--- config.mk ---
export PLATFORM = sky130hd
export DESIGN_NAME = bus_cycle_ctrl
export DESIGN_NICKNAME = d
export VERILOG_FILES = /design/src/rtl/bus_pkg.sv /design/src/rtl/bus_cycle_ctrl.sv
export SDC_FILE = /design/constraint.sdc
export NUM_CORES = 1
export LEC_CHECK = 0
export BUFFER_PORTS_ARGS = -buffer_cell sky130_fd_sc_hd__buf_2
export CORE_ASPECT_RATIO = 0.9
export CORE_MARGIN = 1.5
export CORE_UTILIZATION = 51
export CTS_BUF_LIST = sky130_fd_sc_hd__clkbuf_4 sky130_fd_sc_hd__clkbuf_8 sky130_fd_sc_hd__clkbuf_16
export CTS_CLUSTER_DIAMETER = 60
export DETAILED_ROUTE_END_ITERATION = 7
export PLACE_DENSITY = 0.89
export SYNTH_ARGS = -nofsm -noshare
export SYNTH_HDL_FRONTEND = slang
export SYNTH_SLANG_ARGS = --single-unit
export TNS_END_PERCENT = 5
--- constraint.sdc ---
create_clock -name phi1 -period 3.45 [get_ports phi1]
set_input_delay 0.69 -clock phi1 [delete_from_list [all_inputs] [get_ports phi1]]
set_output_delay 0.69 -clock phi1 [all_outputs]
set_load 0.01 [all_outputs]
--- src/rtl/bus_pkg.sv ---
// Shared types and encodings for the 8085 bus-cycle sequencer.
// Cycle codes, T-state names and the status pins driven for each cycle type.
package bus_pkg;

    typedef enum logic [2:0] {
        OF  = 3'b000,
        MR  = 3'b001,
        MW  = 3'b010,
        IOR = 3'b011,
        IOW = 3'b100,
        INA = 3'b101
    } cycle_t;

    typedef enum logic [2:0] {TI, T1, T2, TW, T3, T4, TH} tstate_t;

    // Status encodings, packed as {IOMn, S1, S0}
    localparam logic [2:0] STAT_IDLE = 3'b000;
    localparam logic [2:0] STAT_OF   = 3'b011;
    localparam logic [2:0] STAT_MR   = 3'b010;
    localparam logic [2:0] STAT_MW   = 3'b001;
    localparam logic [2:0] STAT_IOR  = 3'b110;
    localparam logic [2:0] STAT_IOW  = 3'b101;
    localparam logic [2:0] STAT_INA  = 3'b111;

    function automatic logic is_legal(input logic [2:0] code);
        return code <= 3'd5;
    endfunction

    function automatic logic [2:0] status_of(input cycle_t t);
        case (t)
            OF:      return STAT_OF;
            MR:      return STAT_MR;
            MW:      return STAT_MW;
            IOR:     return STAT_IOR;
            IOW:     return STAT_IOW;
            INA:     return STAT_INA;
            default: return STAT_IDLE;
        endcase
    endfunction

    function automatic logic is_read(input cycle_t t);
        return (t == OF) || (t == MR) || (t == IOR);
    endfunction

    function automatic logic is_write(input cycle_t t);
        return (t == MW) || (t == IOW);
    endfunction

    function automatic logic has_t4(input cycle_t t);
        return (t == OF) || (t == INA);
    endfunction

endpackage

--- src/rtl/bus_cycle_ctrl.sv ---
// 8085 machine-cycle sequencer: runs one decoded bus request as T1/T2/TW/T3[/T4]
// and drives the pad-level strobes, status, AD enables and the HOLD/HLDA grant.
module bus_cycle_ctrl
    import bus_pkg::*;
#(
    parameter int unsigned WAIT_STATES = 0,
    parameter int unsigned WCNT_W      = 4
) (
    input  logic        phi1,
    input  logic        rst,
    input  logic        req,
    input  logic [2:0]  cycle_type,
    input  logic [15:0] addr,
    input  logic [7:0]  wdata,
    input  logic        ready,
    input  logic        hold,
    input  logic [7:0]  ad_in,
    output logic        ack,
    output logic        busy,
    output logic        done,
    output logic [7:0]  rdata,
    output logic        err,
    output logic [7:0]  haddress,
    output logic [7:0]  ad_out,
    output logic        ad_oe,
    output logic        ALE,
    output logic        RDn,
    output logic        WRn,
    output logic        INTAn,
    output logic        IOMn,
    output logic        S1,
    output logic        S0,
    output logic        hlda,
    output logic        bus_float
);

    tstate_t           state, state_nxt;
    cycle_t            typ_q, typ_nxt;
    logic [15:0]       addr_q, addr_nxt;
    logic [7:0]        wdata_q, wdata_nxt;
    logic [WCNT_W-1:0] wcnt_q, wcnt_nxt;
    logic              accept, reject;
    logic              strobe_nxt, busy_nxt;

    always_comb begin
        state_nxt = state;
        typ_nxt   = typ_q;
        addr_nxt  = addr_q;
        wdata_nxt = wdata_q;
        wcnt_nxt  = wcnt_q;
        accept    = 1'b0;
        reject    = 1'b0;
        case (state)
            TI: begin
                if (hold) begin
                    state_nxt = TH;
                end else if (req) begin
                    if (is_legal(cycle_type)) begin
                        accept    = 1'b1;
                        state_nxt = T1;
                        typ_nxt   = cycle_t'(cycle_type);
                        addr_nxt  = addr;
                        wdata_nxt = wdata;
                    end else begin
                        reject = 1'b1;
                    end
                end
            end
            T1: begin
                state_nxt = T2;
                wcnt_nxt  = WCNT_W'(WAIT_STATES);
            end
            // Forced wait states run out before READY is looked at
            T2, TW: begin
                if (wcnt_q != '0) begin
                    state_nxt = TW;
                    wcnt_nxt  = wcnt_q - WCNT_W'(1);
                end else if (!ready) begin
                    state_nxt = TW;
                end else begin
                    state_nxt = T3;
                end
            end
            T3:      state_nxt = has_t4(typ_q) ? T4 : TI;
            T4:      state_nxt = TI;
            TH:      if (!hold) state_nxt = TI;
            default: state_nxt = TI;
        endcase
        strobe_nxt = (state_nxt == T2) || (state_nxt == TW) || (state_nxt == T3);
        busy_nxt   = strobe_nxt || (state_nxt == T1) || (state_nxt == T4);
    end

    // Accept and reject are visible in the same TI cycle the request is presented
    assign ack      = accept & ~rst;
    assign err      = reject & ~rst;
    assign haddress = addr_q[15:8];

    // Pin outputs are registered from the next-state decode so they line up with state
    always_ff @(posedge phi1) begin
        if (rst) begin
            state          <= TI;
            typ_q          <= OF;
            addr_q         <= '0;
            wdata_q        <= '0;
            wcnt_q         <= '0;
            rdata          <= '0;
            busy           <= 1'b0;
            done           <= 1'b0;
            ALE            <= 1'b0;
            RDn            <= 1'b1;
            WRn            <= 1'b1;
            INTAn          <= 1'b1;
            {IOMn, S1, S0} <= STAT_IDLE;
            ad_oe          <= 1'b0;
            ad_out         <= '0;
            hlda           <= 1'b0;
            bus_float      <= 1'b0;
        end else begin
            state   <= state_nxt;
            typ_q   <= typ_nxt;
            addr_q  <= addr_nxt;
            wdata_q <= wdata_nxt;
            wcnt_q  <= wcnt_nxt;

            if (state == T3 && (is_read(typ_q) || typ_q == INA))
                rdata <= ad_in;

            done  <= (state == T4) || (state == T3 && !has_t4(typ_q));
            busy  <= busy_nxt;
            ALE   <= (state_nxt == T1);
            RDn   <= !(strobe_nxt && is_read(typ_nxt));
            WRn   <= !(strobe_nxt && is_write(typ_nxt));
            INTAn <= !(strobe_nxt && typ_nxt == INA);
            {IOMn, S1, S0} <= busy_nxt ? status_of(typ_nxt) : STAT_IDLE;

            ad_oe <= (state_nxt == T1) || (strobe_nxt && is_write(typ_nxt));
            if (state_nxt == T1)
                ad_out <= addr_nxt[7:0];
            else if (strobe_nxt && is_write(typ_nxt))
                ad_out <= wdata_nxt;
            else
                ad_out <= '0;

            hlda      <= (state_nxt == TH);
            bus_float <= (state_nxt == TH);
        end
    end

endmodule

# Word-level counts from Yosys, hierarchy flattened
# Index checks and enable logic that the tools add are counted.
# op_classes
addsub	1
n_mul	0
n_div	0
order_cmp	1
n_eq_ne	21
n_shift	0
mux	33
bitwise	5
reduce_logical	31
# ops
operator	n
$mux 8	10
$mux 3	11
$eq 3x3->1 const B	9
$eq 3x2->1 const B	7
$pmux 3 s6	1
$pmux 3 s5	1
$logic_or 1x1->1	13
$eq 3x1->1 const B	4
$logic_not 3->1	3
$mux 1	8
$pmux 4 s2	1
$logic_and 1x1->1	5
$logic_not 1->1	4
$mux 4	1
$reduce_and 4->1	1
$reduce_bool 4->1	1
$reduce_or 2->1	2
$sub 4x1->4 const B	1
$le 3x3->1 const B	1
$not 1->1	3
$and 1x1->1	2
$ne 2x2->1 const B	1
$reduce_and 2->1	1
$reduce_bool 2->1	1
# totals
regBits	61
latch_bits	0
mem_bits_rw	0
mem_bits_ro	0
inputBits	40
wordCells	111
mem_count	0

# Logic depth before layout (Yosys ltp)
# Gate-level depths: netlist (run 1).
# logic_depth
ltp_word	12
depth_mapped	7
ltp_nobuf	7

# Worst setup path after synthesis (run 1)
# OpenSTA, ideal clock, no wires.
# synth_path
path_kind	input port to output port
start	input hold
end	output ack
arrival_time_ps	1591
setup_slack_ps	1169
cell_stages	3
path_cell_list	nor2_1 > nand3_1 > nor3b_1
# synth_via
elab_chain_len	3
# synth_lines
item	line_no	rtl
start: declaration	bus_cycle_ctrl.sv:16	input logic hold,
$mux 1	bus_cycle_ctrl.sv:55	if (hold) begin
$mux 1	bus_cycle_ctrl.sv:53	case (state)
$and 1x1->1	bus_cycle_ctrl.sv:94	assign ack = accept & ~rst;
end: declaration	bus_cycle_ctrl.sv:18	output logic ack,
# Every way passes these cells.

# Worst setup path in the final report (run 1)
# Ends and elaborated chain as after synthesis.

==> results of run 1 <==
==> per-stage QoR <==
step | area (sq um) | hold WS (ps) | total power (uW)
2_1_floorplan | 2140 | 437 | 1110
3_3_place_gp | 2460 | 441 | 1200
3_5_place_dp | 2460 | 443 | 1220
4_1_cts | 2550 | 456 | 1570
5_1_grt | 2550 | 484 | 1650
6_report | 2550 | 455 | 1550
==> flip-flops by register name, indices dropped and copies added (netlist names), 3 cells and up <==
register	flops
wcnt_q	4
addr_q	8
wdata_q	8
rdata	8
typ_q	3
ad_out	8
state	3
==> per-layer routing <==
| layer | GRT usage | routed length, um | vias to the layer above |
|---|---|---|---|
| met2 | 0.331 | 2050 | 84 |
| met3 | 0.0529 | 344 | 4 |
| li1 | - | - | 931 |
| met1 | 0.229 | 1860 | 835 |
| met4 | 0.0731 | 40 | 0 |
| met5 | 0 | 0 | - |
==> critical path, stage by stage <==
cell,delay (ps)
buf_2,120
nor2_1,160
nand3_1,260
nor3b_1,440
buf_2,210
==> kinds of logic after synthesis <==
| family | Yosys count | synth area share |
|---|---|---|
| mux | 11 | 0.0574 |
| fa+ha+maj | 1 | 0.00585 |
| flops | 53 | 0.496 |
| simple gates | 99 | 0.218 |
| compound gates | 45 | 0.138 |
| xor+xnor | 4 | 0.0164 |
| buf+inv | 27 | 0.0685 |
==> where the power goes <==
part           switching [uW]  total, uW  internal, uW
combinational             246        443           197
clock                     188        348           160
sequential               70.6        762           691
total                     505       1550          1050
==> final cells by class <==
class	count	area (sq um)	share of cell area
repair buffers	78	393	0.154
multi-input cells	160	930	0.365
well taps	48	60.1	0.0236
clock buffers	7	83.8	0.0329
inverters	4	15.0	0.00589
clock inverters	1	7.51	0.00294
flip-flops and latches	53	1060	0.416
==> path summary, 6_finish.rpt <==
check | from | slack (ps) | end
max | hold | 870 | ack
min | addr_q[8] | 460 | addr_q[8]
max reg2reg | state[2] | 1450 | S1
min reg2reg | addr_q[8] | 460 | addr_q[8]
==> cell usage after synthesis <==
| cell type | n |
|---|---|
| dfxtp_1 | 53 |
| nand2_1 | 45 |
| a21oi_1 | 25 |
| nor2_1 | 25 |
| mux2i_1 | 10 |
| buf_4 | 9 |
| clkbuf_1 | 9 |
| nor3_1 | 6 |
| nand2b_1 | 5 |
| nand3_1 | 5 |
| a31oi_1 | 4 |
| inv_1 | 4 |
| xor2_1 | 4 |
| a211oi_1 | 3 |
| buf_2 | 3 |
| o21ai_0 | 3 |
| and3_1 | 2 |
| nor3b_1 | 2 |
| or2_2 | 2 |
| a21o_1 | 1 |
| a2bb2oi_1 | 1 |
| a311oi_2 | 1 |
| a31oi_4 | 1 |
| a41oi_1 | 1 |
| and4_4 | 1 |
| buf_1 | 1 |
| buf_6 | 1 |
| ha_1 | 1 |
| mux2i_4 | 1 |
| nand4_1 | 1 |
| nand4b_1 | 1 |
| nand4bb_1 | 1 |
| nor2_8 | 1 |
| nor4b_1 | 1 |
| nor4bb_1 | 1 |
| o211a_1 | 1 |
| o211ai_1 | 1 |
| o22a_1 | 1 |
| o311ai_0 | 1 |
| o32a_1 | 1 |
==> metrics.txt, run 1 <==
DRT Pass-1 Iters 4; Setup WS post-layout between 800 and 900 ps; pwr/cell area a little over 600 nW/um^2; cell type with the highest aggregate area in the netlist dfxtp_1; total gr overflow 0; hold path cells 2; share of the synthesized area in the top cell type 0.496; Antenna diodes 0; Worst setup SP type primary input; Vias 1,854; Final Util 0.630; Setup Skew between 4 and 5 ps; routed len/inst roughly 12 um; actual slew at the worst max-slew pin 711 ps; post-synth cell types 40; chip height between 60 and 70 um; vias in the first global route 1,662; row count 22; Final setup viols 0; cts bufs inserted 5; # H-tree levels 2; io pins slightly below 80; Crit. End Element primary output; final net count 343; Yosys Warn Count 0; WL final between 4000 and 5000 um; Max VDD drop ~0.00025 V; die area between 4000 and 5000 sq um; arrival time worst endpoint approximately 1900 ps; RSZ-0062 raised after global routing no; ANT nets after route 0; post-CTS sizing 0; most common cell after layout, fill and taps aside buf_2; CP Max Fanout 9; initial antenna violation count 0; IO Port Bufs slightly below 80; Synth Net Count 281; Synth Cell Area ~2100 sq um; FF+latch count, synth 53; largest net degree at the start of global routing between 40 and 50; status completed; Routability Congestion just over 0.8; post-synthesis cell count 240; Inst Count DP between 300 and 400; slew margin rel. 0.522; first-pass GRT wire length 7040 um; CTS tree built; cells taking the most area after synthesis dfxtp_1 50%, nand2_1 7.9%, a21oi_1 5.9%; Pleak 0.00117 uW; sequential-to-total area share from yosys stat 0.496; chip width 71.2 um; pins over their slew limit 0; sum of negative setup slack 0 ps; Via-to-Cell Ratio 5.28; fillcell total between 300 and 400; hold-fix buffers at CTS 0; non-filler cells, final 351; dpl hpwl between 3000 and 4000 um; Setup Fix Bufs, Post-CTS 0; HP Class reg -> reg; Clk Latency, worst-skew pair 290 ps; initial detailed-routing violation count 60; Crit Path Class in -> out; R2R depth 5; Syn-to-layout area delta 19.3%; Core Area slightly above 4000 sq um; Worst-path clk slew 90 ps; Setup WS pre-CTS approximately 900 ps; most frequent cells in the layout 77 x buf_2, 53 x dfxtp_1, 45 x nand2_1, 25 x nor2_1, 25 x a21oi_1; final critical-path share of the clock period 0.748; GRT Resource Usage Total 0.193; # clock sinks 53; share of cells above drive strength 1 0.307; CP required between 2000 and 3000 ps; drt drc 0; number of max-cap violations 0; maximum clock rate ~0.39 GHz; Fin. Hold Viols 0; syn avg cell area slightly below 9 sq um; initial core utilization 0.528; Final min period 2580 ps; Clock Tree Buf Depth 2; root buf cell clkbuf_8
(Power assumes the default switching activity.)
==> run 2: changes to the inputs <==
--- a/config.mk
+++ b/config.mk
@@ -8,11 +8,11 @@
 export BUFFER_PORTS_ARGS = -buffer_cell sky130_fd_sc_hd__buf_2
 export CORE_ASPECT_RATIO = 0.9
 export CORE_MARGIN = 1.5
-export CORE_UTILIZATION = 51
+export CORE_UTILIZATION = 43
 export CTS_BUF_LIST = sky130_fd_sc_hd__clkbuf_4 sky130_fd_sc_hd__clkbuf_8 sky130_fd_sc_hd__clkbuf_16
 export CTS_CLUSTER_DIAMETER = 60
 export DETAILED_ROUTE_END_ITERATION = 7
-export PLACE_DENSITY = 0.89
+export PLACE_DENSITY = 0.81
 export SYNTH_ARGS = -nofsm -noshare
 export SYNTH_HDL_FRONTEND = slang
 export SYNTH_SLANG_ARGS = --single-unit
==> constraint.sdc (replaced) <==
create_clock -name phi1 -period 2.2 [get_ports phi1]
set_input_delay 0.44 -clock phi1 [delete_from_list [all_inputs] [get_ports phi1]]
set_output_delay 0.44 -clock phi1 [all_outputs]
set_load 0.01 [all_outputs]
==> metrics.txt, run 2 (same netlist as run 1, synthesis figures left out) <==
non-filler cells, final ~370; Syn-to-layout area delta 22.1%; die area ~5400 sq um; pins over their slew limit 0; Clk pwr share 0.222; Final min period a little under 2000 ps; actual slew at the worst max-slew pin ~600 ps; Max VDD drop about 0.00047 V; cts bufs inserted 5; Core Area around 4800 sq um; pwr/cell area between 900 and 1000 nW/um^2; slew margin rel. 0.596; number of max-cap violations 0; dpl hpwl roughly 3200 um; io pins 78; ANT nets after route 0; routed len/inst approximately 12 um; drt drc 0; Setup WS post-layout approximately 270 ps; Routability Congestion around 0.92; Top delay family on crit path simple AND/OR/NAND/NOR gates; initial core utilization 0.445; arrival time worst endpoint 1490 ps; Worst setup SP type flop; final net count approximately 350; Setup WS pre-CTS 283 ps; WL final 4360 um; most common cell after layout, fill and taps aside buf_2; chip height ~70 um; most frequent cells in the layout 77 x buf_2, 53 x dfxtp_1, 45 x nand2_1, 25 x nor2_1, 25 x a21oi_1; HP Class in -> reg; root buf cell clkbuf_8; Crit Path Class reg -> out; post-CTS sizing 0; GRT Resource Usage Total 0.164; Pleak 0.00119 uW; worst-path cell chain nor2_8, nand3_2, nor3b_2, buf_2; chip width about 77 um; CP max stage delay approximately 440 ps; status completed; CTS tree built; initial antenna violation count 0; combinational power share 0.299; share of cells above drive strength 1 0.322; # H-tree levels 2; IO Port Bufs just under 80; RSZ-0062 raised after global routing no; row count 24; DRT Pass-1 Iters 4; switch share 0.329; vias in the first global route 1,646; CP required 1760 ps; WP buf/inv 1; final critical-path share of the clock period 0.878; CP Max Fanout 9; Final setup viols 0; sum of negative setup slack 0 ps; # clock sinks between 50 and 60; Fin. Hold Viols 0; Setup Skew around 4.5 ps; total gr overflow 0; Inst Count DP roughly 360; Vias between 1,500 and 2,000; Clock Tree Buf Depth 2; Psw a little over 800 uW; Seq pwr share 0.479; Via-to-Cell Ratio 5.01; Worst-path clk slew 90 ps; Setup Fix Bufs, Post-CTS 0; hold-fix buffers at CTS 0; Slowest cell on crit path dfxtp_1; Crit. End Element primary output; first-pass GRT wire length between 7000 and 8000 um; Clk Latency, worst-skew pair 300 ps; Antenna diodes 0; initial detailed-routing violation count between 70 and 80; internal power roughly 1600 uW; maximum clock rate slightly above 0.5 GHz; largest net degree at the start of global routing 26
## run 2: path summary, 6_finish.rpt
| check | startpoint | end | cells after the start | slack, ps |
|---|---|---|---|---|
| setup / recovery | state[1] | ack | 4 | 270 |
| hold / removal | addr[0] | ad_out[0] | 3 | 370 |
| setup reg to reg | wcnt_q[0] | IOMn | 7 | 400 |
| hold reg to reg | addr_q[15] | addr_q[15] | 2 | 460 |
## run 2: per-layer routing
layer / routed length, um / up-vias / global-route usage
met4: 31 / 0 / 0.0424
met1: 2020 / 845 / 0.214
met2: 1980 / 68 / 0.267
met3: 333 / 5 / 0.0444
li1: - / 944 / -
met5: 0 / - / 0
## run 2: worst reg2reg max path: stages (launching register included)
cell,delay (ps)
dfxtp_1,340
inv_1,60
ha_1,190
nor4bb_1,430
nor2_1,80
a31oi_1,220
a31oi_1,190
and3_1,190
## run 2: per-stage QoR
step / util / instance area [sq um] / hold WS, ps / total power (uW)
2_1_floorplan: - / 2140 / 437 / 1730
3_3_place_gp: 0.522 / 2510 / 439 / 1910
3_5_place_dp: 0.522 / 2510 / 446 / 1930
4_1_cts: 0.541 / 2600 / 357 / 2480
5_1_grt: 0.543 / 2610 / 358 / 2630
6_report: 0.543 / 2610 / 367 / 2460
## run 2: layout make-up
type | count | area (sq um)
Sequential cell | 53 | 1060
Multi-Input combinational cell | 160 | 940
Inverter | 4 | 15.0
Tap cell | 65 | 81.3
Clock buffer | 6 | 76.3
Fill cell | 454 | 2190
Clock inverter | 2 | 13.8
Timing Repair Buffer | 82 | 423
## run 2: power by group through the flow
| stage | combinational (uW) | clock, uW | sequential, uW |
|---|---|---|---|
| after global routing | 823 | 607 | 1200 |
| after global placement | 713 | 0 | 1200 |
| after CTS | 737 | 568 | 1180 |
| after detailed placement | 729 | 0 | 1200 |
| after floorplan | 535 | 0 | 1200 |
| final | 733 | 546 | 1180 |
==> run 3: changes to the inputs <==
--- a/config.mk
+++ b/config.mk
@@ -8,11 +8,11 @@
 export BUFFER_PORTS_ARGS = -buffer_cell sky130_fd_sc_hd__buf_2
 export CORE_ASPECT_RATIO = 0.9
 export CORE_MARGIN = 1.5
-export CORE_UTILIZATION = 43
+export CORE_UTILIZATION = 51
 export CTS_BUF_LIST = sky130_fd_sc_hd__clkbuf_4 sky130_fd_sc_hd__clkbuf_8 sky130_fd_sc_hd__clkbuf_16
 export CTS_CLUSTER_DIAMETER = 60
 export DETAILED_ROUTE_END_ITERATION = 7
-export PLACE_DENSITY = 0.81
+export PLACE_DENSITY = 0.89
 export SYNTH_ARGS = -nofsm -noshare
 export SYNTH_HDL_FRONTEND = slang
 export SYNTH_SLANG_ARGS = --single-unit
==> constraint.sdc (replaced) <==
create_clock -name phi1 -period 2.5 [get_ports phi1]
set_input_delay 0.5 -clock phi1 [delete_from_list [all_inputs] [get_ports phi1]]
set_output_delay 0.5 -clock phi1 [all_outputs]
set_load 0.01 [all_outputs]
==> metrics.txt, run 3 (same netlist as run 1, synthesis figures left out) <==
status completed; CTS tree built; most common cell after layout, fill and taps aside buf_2; switch share 0.333; GRT Resource Usage Total 0.189; WL final 4210 um; R2R depth 7; maximum clock rate between 0.4 and 0.5 GHz; chip height roughly 64 um; combinational power share 0.290; Clock Tree Buf Depth 2; pins over their slew limit 0; Final setup viols 0; Slowest cell on crit path dfxtp_1; arrival time worst endpoint 1800 ps; slew margin rel. 0.544; largest net degree at the start of global routing 39; Core Area just over 4000 sq um; Final Instance Area approximately 2600 sq um; CP required about 2000 ps; Top delay family on crit path simple AND/OR/NAND/NOR gates; row count 22; Crit Path Class reg -> out; IO Port Bufs 77; root buf cell clkbuf_8; sum of negative setup slack 0 ps; ANT nets after route 0; CP Max Fanout 13; most frequent cells in the layout 77 x buf_2, 53 x dfxtp_1, 45 x nand2_1, 25 x nor2_1, 25 x a21oi_1; vias in the first global route between 1,500 and 2,000; internal power roughly 1400 uW; Psw roughly 700 uW; Final min period around 2300 ps; Final Util 0.635; hold_ws roughly 430 ps; share of cells above drive strength 1 0.314; Setup Fix Bufs, Post-CTS 0; DR WL met2 between 1500 and 2000 um; HP Class in -> reg; Clk Latency, worst-skew pair ~300 ps; actual slew at the worst max-slew pin roughly 680 ps; drt drc 0; Syn-to-layout area delta 20.3%; Antenna diodes 0; Final Power approximately 2100 uW; Worst setup SP type flop; final net count 346; post-CTS sizing 0; met3 WL around 300 um; final critical-path share of the clock period 0.922; total gr overflow 0; Pleak around 0.0012 uW; area post-placement around 2500 sq um; worst-path cell chain nor2_1, nand3_1, nor3b_1, buf_2; Setup Skew just under 7 ps; io pins slightly below 80; die area ~4600 sq um; Clk pwr share 0.220; Max Used Layer met3; Max VDD drop slightly below 0.0006 V; CP max stage delay ~430 ps; Fin. Hold Viols 0; # clock sinks 53; number of max-cap violations 0; routed len/inst approximately 12 um; Critical Path Stages 4; Crit. End Element primary output; dpl hpwl 3040 um; Seq pwr share 0.490; # H-tree levels 2; Via-to-Cell Ratio 5.08; RSZ-0062 raised after global routing no; DRT Pass-1 Iters 5; initial antenna violation count 0; DRT met1 WL roughly 1900 um; hold-fix buffers at CTS 0; Routability Congestion 0.883; Vias roughly 1,800; WP buf/inv 1; Worst-path clk slew about 90 ps; cts bufs inserted 5; hold path cells 3; first-pass GRT wire length between 7000 and 8000 um; chip width around 71 um; initial core utilization 0.528; initial detailed-routing violation count 102; pwr/cell area between 800 and 900 nW/um^2
==> run 3: cell count changes in the layout (fill, tap and decap cells not counted), sizes merged <==
cell,delta
buf,-1
clkinvlp,+1
clkbuf,-1
==> run 3: stage by stage <==
step / std cells / setup WS, ps
after floorplan: 240 / 599
after global placement: 346 / 511
after detailed placement: 346 / 408
after CTS: 354 / 214
after global routing: 354 / 33.8
final: 354 / 196
==> run 3: cell type report <==
type,count,area [sq um]
clock inverter,3,21.3
fill,363,1480
timing repair buffer,81,415
multi-input combinational,160,930
inverter,4,15.0
sequential,53,1060
tap,48,60.1
clock buffer,5,68.8
==> run 3: power by group through the flow <==
stage / Clock [uW] / Combinational, uW / Sequential, uW
floorplan: 0 / 471 / 1060
global placement: 0 / 604 / 1060
detailed placement: 0 / 625 / 1070
CTS: 487 / 628 / 1050
global route: 522 / 694 / 1070
finish: 471 / 622 / 1050
==> run 3: worst reg2reg max path, delay by kind of cell, from the launching register on <==
kind | cells | cell delay (ps)
and+or+nand+nor | 3 | 760
AOI/OAI and AO/OA | 2 | 440
DFF | 1 | 350
adders and majority gates | 1 | 200
buffers and inverters | 1 | 70
==> run 3: layer usage <==
layer / up-vias / GRT usage
met1: 790 / 0.256
met2: 76 / 0.306
met4: 0 / 0.0637
met5: - / 0
met3: 0 / 0.0327
li1: 933 / -
==> run 3: worst paths after layout <==
path             start        end  slack, ps
max           state[2]        ack        200
min           ad_in[0]   rdata[0]        430
max reg2reg  wcnt_q[0]       IOMn        580
min reg2reg  addr_q[9]  addr_q[9]        450
